**config.mk**
```make
export PLATFORM = sky130hd
export DESIGN_NAME = multi_user_locker_flat
export DESIGN_NICKNAME = d
export VERILOG_FILES = /design/src/rtl/multi_user_locker_pkg.sv /design/src/rtl/multi_user_locker_if.sv /design/src/rtl/multi_user_locker_timer.sv /design/src/rtl/multi_user_locker.sv /design/src/flat_wrapper.sv
export SDC_FILE = /design/constraint.sdc
export NUM_CORES = 1
export LEC_CHECK = 0
export BUFFER_PORTS_ARGS = -buffer_cell sky130_fd_sc_hd__buf_2
export CAP_MARGIN = 25
export CORE_ASPECT_RATIO = 1.1
export CORE_UTILIZATION = 36
export DETAILED_ROUTE_END_ITERATION = 10
export PLACE_DENSITY_LB_ADDON = 0.25
export SLEW_MARGIN = 10
export SYNTH_ARGS = -nofsm -noshare
export SYNTH_HDL_FRONTEND = slang
export SYNTH_SLANG_ARGS = --single-unit
export TNS_END_PERCENT = 20
```
**constraint.sdc**
```tcl
create_clock -name clk -period 2.95 [get_ports clk]
set_input_delay 0.295 -clock clk [delete_from_list [all_inputs] [get_ports clk]]
set_output_delay 0.295 -clock clk [all_outputs]
set_load 0.02 [all_outputs]
```
**src/rtl/multi_user_locker_pkg.sv**
```systemverilog
// Shared types and helpers for the multi-user locker.
// Optional build macro used by the design: LOCKER_LOCKOUT_TIMER_EN
// (timed exit from the alarm state instead of latching until reset).
package locker_pkg;

  // Top-level controller states.
  typedef enum logic [1:0] {
    IDLE  = 2'd0,
    OPEN  = 2'd1,
    ALARM = 2'd2
  } locker_state_t;

  // Width of a counter that must hold every value 0..max without wrapping.
  function automatic int cnt_w(input int max);
    return (max < 1) ? 1 : $clog2(max + 1);
  endfunction

  // Default password layout: DEFAULT_PW is NUM_USERS*PW_WIDTH bits packed,
  // user k occupies bits [k*PW_WIDTH +: PW_WIDTH]. With 4 users of 12 bits,
  // 48'h0CC_0BB_0AA_000 gives user0=000, user1=0AA, user2=0BB, user3=0CC.
  localparam logic [47:0] LOCKER_DEFAULT_PW = 48'h0CC_0BB_0AA_000;

endpackage

```
**src/rtl/multi_user_locker_if.sv**
```systemverilog
// Keypad/user-select front end <-> locker connection.
// The master modport is the front end, the slave modport is the locker.
interface multi_user_locker_if #(
  parameter int U_W      = 2,
  parameter int PW_WIDTH = 12,
  parameter int CNT_W    = 2
);
  logic                Enter;
  logic                SET_MODE;
  logic [U_W-1:0]      User;
  logic [PW_WIDTH-1:0] InputPassword;
  logic                Access;
  logic                Alarm;
  logic [CNT_W-1:0]    Count;

  modport master (
    output Enter, SET_MODE, User, InputPassword,
    input  Access, Alarm, Count
  );

  modport slave (
    input  Enter, SET_MODE, User, InputPassword,
    output Access, Alarm, Count
  );
endinterface

```
**src/rtl/multi_user_locker_timer.sv**
```systemverilog
// Load/count/expire down-counter. A load sets the remaining count; while
// enabled it counts down to zero and then holds, flagging expiry.
module locker_timer #(
  parameter int WIDTH = 8
) (
  input  logic             clk,
  input  logic             reset,
  input  logic             load_i,
  input  logic [WIDTH-1:0] load_val_i,
  input  logic             en_i,
  output logic             expired_o
);
  logic [WIDTH-1:0] cnt_q, cnt_d;

  // Next count: load has priority over counting; stop at zero.
  always_comb begin
    cnt_d = cnt_q;
    if (load_i) begin
      cnt_d = load_val_i;
    end else if (en_i && (cnt_q != '0)) begin
      cnt_d = cnt_q - 1'b1;
    end
  end

  // Count register.
  always_ff @(posedge clk) begin
    if (reset) begin
      cnt_q <= '0;
    end else begin
      cnt_q <= cnt_d;
    end
  end

  assign expired_o = (cnt_q == '0);
endmodule

```
**src/rtl/multi_user_locker.sv**
```systemverilog
// Multi-user digital locker: per-user passwords and failure counters,
// timed unlocked session, global alarm lockout.
// Optional build macro: LOCKER_LOCKOUT_TIMER_EN -- when defined the alarm
// releases itself after LOCKOUT_CYCLES; otherwise it latches until reset.
module multi_user_locker
  import locker_pkg::*;
#(
  parameter int                         NUM_USERS      = 4,
  parameter int                         PW_WIDTH       = 12,
  parameter int                         MAX_ATTEMPTS   = 3,
  parameter logic [NUM_USERS*PW_WIDTH-1:0] DEFAULT_PW  = LOCKER_DEFAULT_PW,
  parameter int                         SESSION_CYCLES = 64,
  parameter int                         LOCKOUT_CYCLES = 256
) (
  input  logic                  clk,
  input  logic                  reset,
  multi_user_locker_if.slave    bus
);
  localparam int U_W   = $clog2(NUM_USERS);
  localparam int CNT_W = cnt_w(MAX_ATTEMPTS);
  localparam int SES_W = cnt_w(SESSION_CYCLES);
  localparam logic [CNT_W-1:0] MAX_CNT = CNT_W'(MAX_ATTEMPTS);
  localparam logic [U_W:0]     NUM_U   = (U_W+1)'(NUM_USERS);

  // Elaboration-time parameter sanity checks.
  if (NUM_USERS < 2) begin : g_bad_users
    $error("NUM_USERS must be at least 2");
  end
  if (MAX_ATTEMPTS < 1) begin : g_bad_attempts
    $error("MAX_ATTEMPTS must be at least 1");
  end
  if (LOCKOUT_CYCLES < 1) begin : g_bad_lockout
    $error("LOCKOUT_CYCLES must be at least 1");
  end

  locker_state_t state_q, state_d;
  logic [U_W-1:0] sess_user_q, sess_user_d;
  logic           enter_q;

  logic [CNT_W-1:0]    fail_vec [NUM_USERS];
  logic [PW_WIDTH-1:0] pw_vec   [NUM_USERS];

  logic                attempt;
  logic                user_valid;
  logic [CNT_W-1:0]    cur_fail;
  logic [PW_WIDTH-1:0] cur_pw;
  logic                match;
  logic                sess_expired;

  logic           sess_load;
  logic           fail_inc;
  logic           fail_clr;
  logic [U_W-1:0] fail_clr_idx;
  logic           pw_we;
  logic           do_eval;

`ifdef LOCKER_LOCKOUT_TIMER_EN
  localparam int LCK_W = cnt_w(LOCKOUT_CYCLES);
  logic [U_W-1:0] alarm_user_q, alarm_user_d;
  logic           lock_load;
  logic           lock_expired;
`endif

  // Only the rising edge of the level Enter input is an attempt.
  assign attempt    = bus.Enter & ~enter_q;
  assign user_valid = ({1'b0, bus.User} < NUM_U);
  assign cur_fail   = user_valid ? fail_vec[bus.User] : '0;
  assign cur_pw     = user_valid ? pw_vec[bus.User]   : '0;
  assign match      = user_valid && (bus.InputPassword == cur_pw);

  // Next state and per-cycle storage commands.
  always_comb begin
    state_d      = state_q;
    sess_user_d  = sess_user_q;
    sess_load    = 1'b0;
    fail_inc     = 1'b0;
    fail_clr     = 1'b0;
    fail_clr_idx = bus.User;
    pw_we        = 1'b0;
    do_eval      = 1'b0;
`ifdef LOCKER_LOCKOUT_TIMER_EN
    lock_load    = 1'b0;
    alarm_user_d = alarm_user_q;
`endif
    unique case (state_q)
      IDLE: begin
        if (attempt) do_eval = 1'b1;
      end
      OPEN: begin
        if (attempt) begin
          if (bus.SET_MODE && (bus.User == sess_user_q)) begin
            pw_we    = 1'b1;
            fail_clr = 1'b1;
            state_d  = IDLE;
          end else begin
            // Closes the session, then judged like an idle attempt.
            state_d = IDLE;
            do_eval = 1'b1;
          end
        end else if (sess_expired) begin
          state_d = IDLE;
        end
      end
      ALARM: begin
`ifdef LOCKER_LOCKOUT_TIMER_EN
        if (lock_expired) begin
          state_d      = IDLE;
          fail_clr     = 1'b1;
          fail_clr_idx = alarm_user_q;
        end
`endif
      end
      default: state_d = IDLE;
    endcase

    if (do_eval) begin
      if (!bus.SET_MODE && match) begin
        state_d     = OPEN;
        sess_user_d = bus.User;
        fail_clr    = 1'b1;
        sess_load   = 1'b1;
      end else if (user_valid) begin
        // A programming request without an open session also lands here.
        fail_inc = 1'b1;
        if (cur_fail >= (MAX_CNT - 1'b1)) begin
          state_d = ALARM;
`ifdef LOCKER_LOCKOUT_TIMER_EN
          lock_load    = 1'b1;
          alarm_user_d = bus.User;
`endif
        end
      end
    end
  end

  // Controller state, session owner and Enter edge detector.
  always_ff @(posedge clk) begin
    if (reset) begin
      state_q     <= IDLE;
      sess_user_q <= '0;
      enter_q     <= 1'b0;
`ifdef LOCKER_LOCKOUT_TIMER_EN
      alarm_user_q <= '0;
`endif
    end else begin
      state_q     <= state_d;
      sess_user_q <= sess_user_d;
      enter_q     <= bus.Enter;
`ifdef LOCKER_LOCKOUT_TIMER_EN
      alarm_user_q <= alarm_user_d;
`endif
    end
  end

  // Per-user password and saturating failure counter.
  for (genvar gi = 0; gi < NUM_USERS; gi++) begin : g_user
    logic [CNT_W-1:0]    fail_q;
    logic [PW_WIDTH-1:0] pw_q;

    // Counter clear wins over increment; password written only by its owner.
    always_ff @(posedge clk) begin
      if (reset) begin
        fail_q <= '0;
        pw_q   <= DEFAULT_PW[gi*PW_WIDTH +: PW_WIDTH];
      end else begin
        if (fail_clr && (fail_clr_idx == U_W'(gi))) begin
          fail_q <= '0;
        end else if (fail_inc && (bus.User == U_W'(gi)) && (fail_q != MAX_CNT)) begin
          fail_q <= fail_q + 1'b1;
        end
        if (pw_we && (bus.User == U_W'(gi))) begin
          pw_q <= bus.InputPassword;
        end
      end
    end

    assign fail_vec[gi] = fail_q;
    assign pw_vec[gi]   = pw_q;
  end

  // Session timer: loaded with SESSION_CYCLES-1 on open, so the session
  // lasts exactly SESSION_CYCLES cycles. Zero disables the timeout.
  if (SESSION_CYCLES > 0) begin : g_sess
    locker_timer #(.WIDTH(SES_W)) u_sess_timer (
      .clk        (clk),
      .reset      (reset),
      .load_i     (sess_load),
      .load_val_i (SES_W'(SESSION_CYCLES - 1)),
      .en_i       (state_q == OPEN),
      .expired_o  (sess_expired)
    );
  end else begin : g_no_sess
    assign sess_expired = 1'b0;
  end

`ifdef LOCKER_LOCKOUT_TIMER_EN
  // Lockout timer: started only on entry into ALARM.
  locker_timer #(.WIDTH(LCK_W)) u_lock_timer (
    .clk        (clk),
    .reset      (reset),
    .load_i     (lock_load),
    .load_val_i (LCK_W'(LOCKOUT_CYCLES - 1)),
    .en_i       (state_q == ALARM),
    .expired_o  (lock_expired)
  );
`endif

  assign bus.Access = (state_q == OPEN);
  assign bus.Alarm  = (state_q == ALARM);
  assign bus.Count  = cur_fail;
endmodule

```
**src/flat_wrapper.sv**
```systemverilog
// flat-port wrapper written by rule: the top's interface ports become plain ports
module multi_user_locker_flat import locker_pkg::*;
#(
  parameter int                         NUM_USERS      = 4,
  parameter int                         PW_WIDTH       = 12,
  parameter int                         MAX_ATTEMPTS   = 3,
  parameter logic [NUM_USERS*PW_WIDTH-1:0] DEFAULT_PW  = LOCKER_DEFAULT_PW,
  parameter int                         SESSION_CYCLES = 64,
  parameter int                         LOCKOUT_CYCLES = 256
)
  (clk, reset, bus_Enter, bus_SET_MODE, bus_User, bus_InputPassword, bus_Access, bus_Alarm, bus_Count);
  multi_user_locker_if #(.U_W(2), .PW_WIDTH(PW_WIDTH), .CNT_W(2)) bus_i ();
  input  logic clk;
  input  logic reset;
  input wire logic [$bits(bus_i.Enter)-1:0] bus_Enter;
  input wire logic [$bits(bus_i.SET_MODE)-1:0] bus_SET_MODE;
  input wire logic [$bits(bus_i.User)-1:0] bus_User;
  input wire logic [$bits(bus_i.InputPassword)-1:0] bus_InputPassword;
  output wire logic [$bits(bus_i.Access)-1:0] bus_Access;
  output wire logic [$bits(bus_i.Alarm)-1:0] bus_Alarm;
  output wire logic [$bits(bus_i.Count)-1:0] bus_Count;
  assign bus_i.Enter = bus_Enter;
  assign bus_i.SET_MODE = bus_SET_MODE;
  assign bus_i.User = bus_User;
  assign bus_i.InputPassword = bus_InputPassword;
  assign bus_Access = bus_i.Access;
  assign bus_Alarm = bus_i.Alarm;
  assign bus_Count = bus_i.Count;
  multi_user_locker #(.NUM_USERS(NUM_USERS), .PW_WIDTH(PW_WIDTH), .MAX_ATTEMPTS(MAX_ATTEMPTS), .DEFAULT_PW(DEFAULT_PW), .SESSION_CYCLES(SESSION_CYCLES), .LOCKOUT_CYCLES(LOCKOUT_CYCLES)) u_core (.clk(clk), .reset(reset), .bus(bus_i));
endmodule
```
==> results.toml <==
[floorplanning]
rows = 36
dieWidth_um = 93.1
dieArea_sq_um = 9510
die_height_um = 102
initial_core_util = 0.370
ioPinCount = 22
core_sq_um = 8870

[worst_setup_path]
crit_fanout = 14
path_buf_inv = 1
critPathKind = "in -> reg"
crit_chain = "buf_2 > mux4_2 > xor2_1 > nor4_4 > nand4b_4 > a41oi_1 > o22ai_1"
cp_slowest_cell = "mux4_2"
reg2reg_slack_ns = 0.78
critPathRequiredTime_ns = 3.17
worstPathArrival_ns = 2.45
cp_top_family = "simple AND/OR/NAND/NOR gates"
cpPeakStageDelay_ns = 0.56
timing.rr.start = "u_core.g_user[3].pw_q[2]"
timing.rr.end = "u_core.g_user[2].fail_q[1]"
startpoint_type = "input port"
worst_setup_path_end_kind = "flip-flop"
r2r_cells = 6

[sta]
hold_viol = 0
rsz0062_at_grt = "no"
finalWorstSetupSlack_ns = 0.717
tightestPinTransition_ns = 0.592
min_period_over_period = 0.757
fmax_mhz = 448
slew_headroom = 0.605
final.setup.tns_ns = 0
skew_ns = 0.0103
min_period_ns = 2.23
finalSetupViolCount = 0
slew_violations = 0

[worst_hold_path]
min_to = "u_core.enter_q"
worstHoldStart = "bus_Enter"
hold_path_depth = 3
hp-class = "in -> reg"

[route]
routed_via_density = 5.13
avgRoutedWirePerCell_um = 15.1
remaining_drc_errors = 0
drtIter0Drc = 136
drt_first_pass_iters = 4
ant_nets = 0
routed_wl_um = 8010
routed-via-count = 2712

[yosys]
synth.yosys.seq_area_share = 0.414
yosysUniqueCellTypes = 44
synth_nets = 416
synth_ff_type = "dfxtp_1"
synth_area_leaders = "dfxtp_1 41%, nand2_1 12%, a21oi_1 6.7%, mux4_2 6.2%, xor2_1 4.0%"
synth_top_area_share = 0.414
synth-async-reset-ratio = 0
synth_edf_count = 0
netlist_instances = 393
synthesis.area_sq_um = 3280
syn_avg_cell_area_sq_um = 8.36
synth_top_area_cell = "dfxtp_1"
ys.warnings.count = 0
synth-seq-cells = 68

[global_route]
grt_use_total = 0.183
antenna_found_initial = 0
grt_max_degree = 50
grt_pass1_wl_um = 13100
grt-ovfl-total = 0
grt_pass1_vias = 2580

[placement]
portBuffers = 21
gp_congestion = 0.730
preCtsSetupSlack_ns = 0.373
dp_hpwl_um = 5140

[finish]
area_growth_pct = 12.9
layout_commonest_cell = "nand2_1"
multi_input_area_sq_um = 1760
n_fill_cell = 895
antenna_cells = 0
regArea_sq_um = 1360
post-route-util = 0.418
layout_common_cells = "108 x nand2_1, 68 x dfxtp_1, 44 x a21oi_1"
drive_above_1_share = 0.161
finalNetCount = 433

[clock_network]
htreeDepth = 3
cts.sinks = 68
cts_made_buffers = 9
insertion_delay_ns = 0.35
cts_buffer_depth = 2
postCtsSetupBuffers = 0
holdBufCountCts = 0
cts_tree = "done"
clk_pin_slew_ns = 0.09
clockRootBuffer = "clkbuf_8"
ctsResizeCount = 0

[power_and_ir_drop]
ir_drop_uv = 174
p_leak_uw = 0.00143
power.density_nw_per_um2 = 501

[job]
maxCapViolCount = 0

[status]
status = "finished clean"
==> how the worst max path moves through the flow <==
stage / end / start / cells after the start
after floorplan: u_core.g_user[3].fail_q[0] / bus_User[0] / 8
after global placement: u_core.g_user[2].fail_q[0] / bus_User[1] / 7
after detailed placement: u_core.g_user[2].fail_q[1] / bus_User[1] / 7
after CTS: u_core.g_user[2].fail_q[1] / bus_User[1] / 7
after global routing: u_core.g_user[2].fail_q[1] / bus_User[1] / 7
final: u_core.g_user[2].fail_q[1] / bus_User[1] / 7
==> cell type report <==
| cell class | count | area share |
|---|---|---|
| clock buffers | 9 | 0.0334 |
| clock inverters | 7 | 0.0202 |
| multi-input cells | 285 | 0.474 |
| well taps | 114 | 0.0385 |
| flip-flops and latches | 68 | 0.367 |
| inverters | 12 | 0.0121 |
| repair buffers | 34 | 0.0547 |
==> metal layers <==
metal | GRT usage | wire (um)
met3 | 0.0387 | 425
met1 | 0.235 | 3790
met5 | 0 | 0
met4 | 0.0840 | 63
met2 | 0.294 | 3730
==> where the power goes <==
part / total, uW / internal, uW / switching, uW
logic: 142 / 55.1 / 86.8
clock network: 790 / 393 / 397
registers: 926 / 922 / 4.32
==> metrics by stage <==
stage | total power, uW | cells | hold WS (ns) | instance area, sq um
floorplan | 1050 | 393 | 0.413 | 3280
global placement | 1090 | 513 | 0.441 | 3510
detailed placement | 1090 | 513 | 0.447 | 3510
CTS | 1870 | 529 | 0.161 | 3710
global route | 1930 | 529 | 0.164 | 3710
finish | 1860 | 529 | 0.170 | 3710
==> synth_stat cells (2+ instances only) <==
| cell | count |
|---|---|
| inv_1 | 11 |
| mux2i_1 | 12 |
| nand2_1 | 108 |
| nor2_1 | 11 |
| buf_2 | 2 |
| nand2b_1 | 2 |
| nor2b_1 | 6 |
| a32oi_1 | 2 |
| nand4b_1 | 2 |
| a31oi_1 | 2 |
| xor2_1 | 15 |
| nand3_1 | 17 |
| nor3_1 | 8 |
| or3_1 | 6 |
| dfxtp_1 | 68 |
| mux4_2 | 9 |
| a21oi_1 | 44 |
| a41oi_1 | 3 |
| nor4_1 | 2 |
| buf_1 | 2 |
| o22ai_1 | 6 |
| clkbuf_1 | 21 |
| xnor2_1 | 7 |
| o21ai_0 | 3 |
| ha_1 | 5 |
==> state kept, by name (all words and copies together), names as in the netlist <==
name                              cells
u_core.state_q                        2
u_core.g_sess.u_sess_timer.cnt_q      7
u_core.enter_q                        1
u_core.g_user.fail_q                  8
u_core.sess_user_q                    2
u_core.g_user.pw_q                   48
==> worst reg2reg max path: stages, from the launching register on <==
cell	delay [ns]
dfxtp_1	0.32
mux4_2	0.47
xor2_1	0.19
nor4_4	0.37
nand4b_4	0.24
a41oi_1	0.34
o22ai_1	0.11
==> cells by family (layout without fill, tap and decap cells) <==
| family | after synthesis | after routing | share of synthesized area |
|---|---|---|---|
| AOI/OAI and AO/OA | 64 | 64 | 0.111 |
| xor gates and xnor gates | 22 | 22 | 0.0587 |
| muxes | 22 | 22 | 0.102 |
| DFF | 68 | 68 | 0.414 |
| buffers and inverters | 40 | 62 | 0.0503 |
| and+or+nand+nor | 172 | 172 | 0.245 |
| adders and majority gates | 5 | 5 | 0.0190 |
Note: power is estimated with default switching activity, not from simulation.
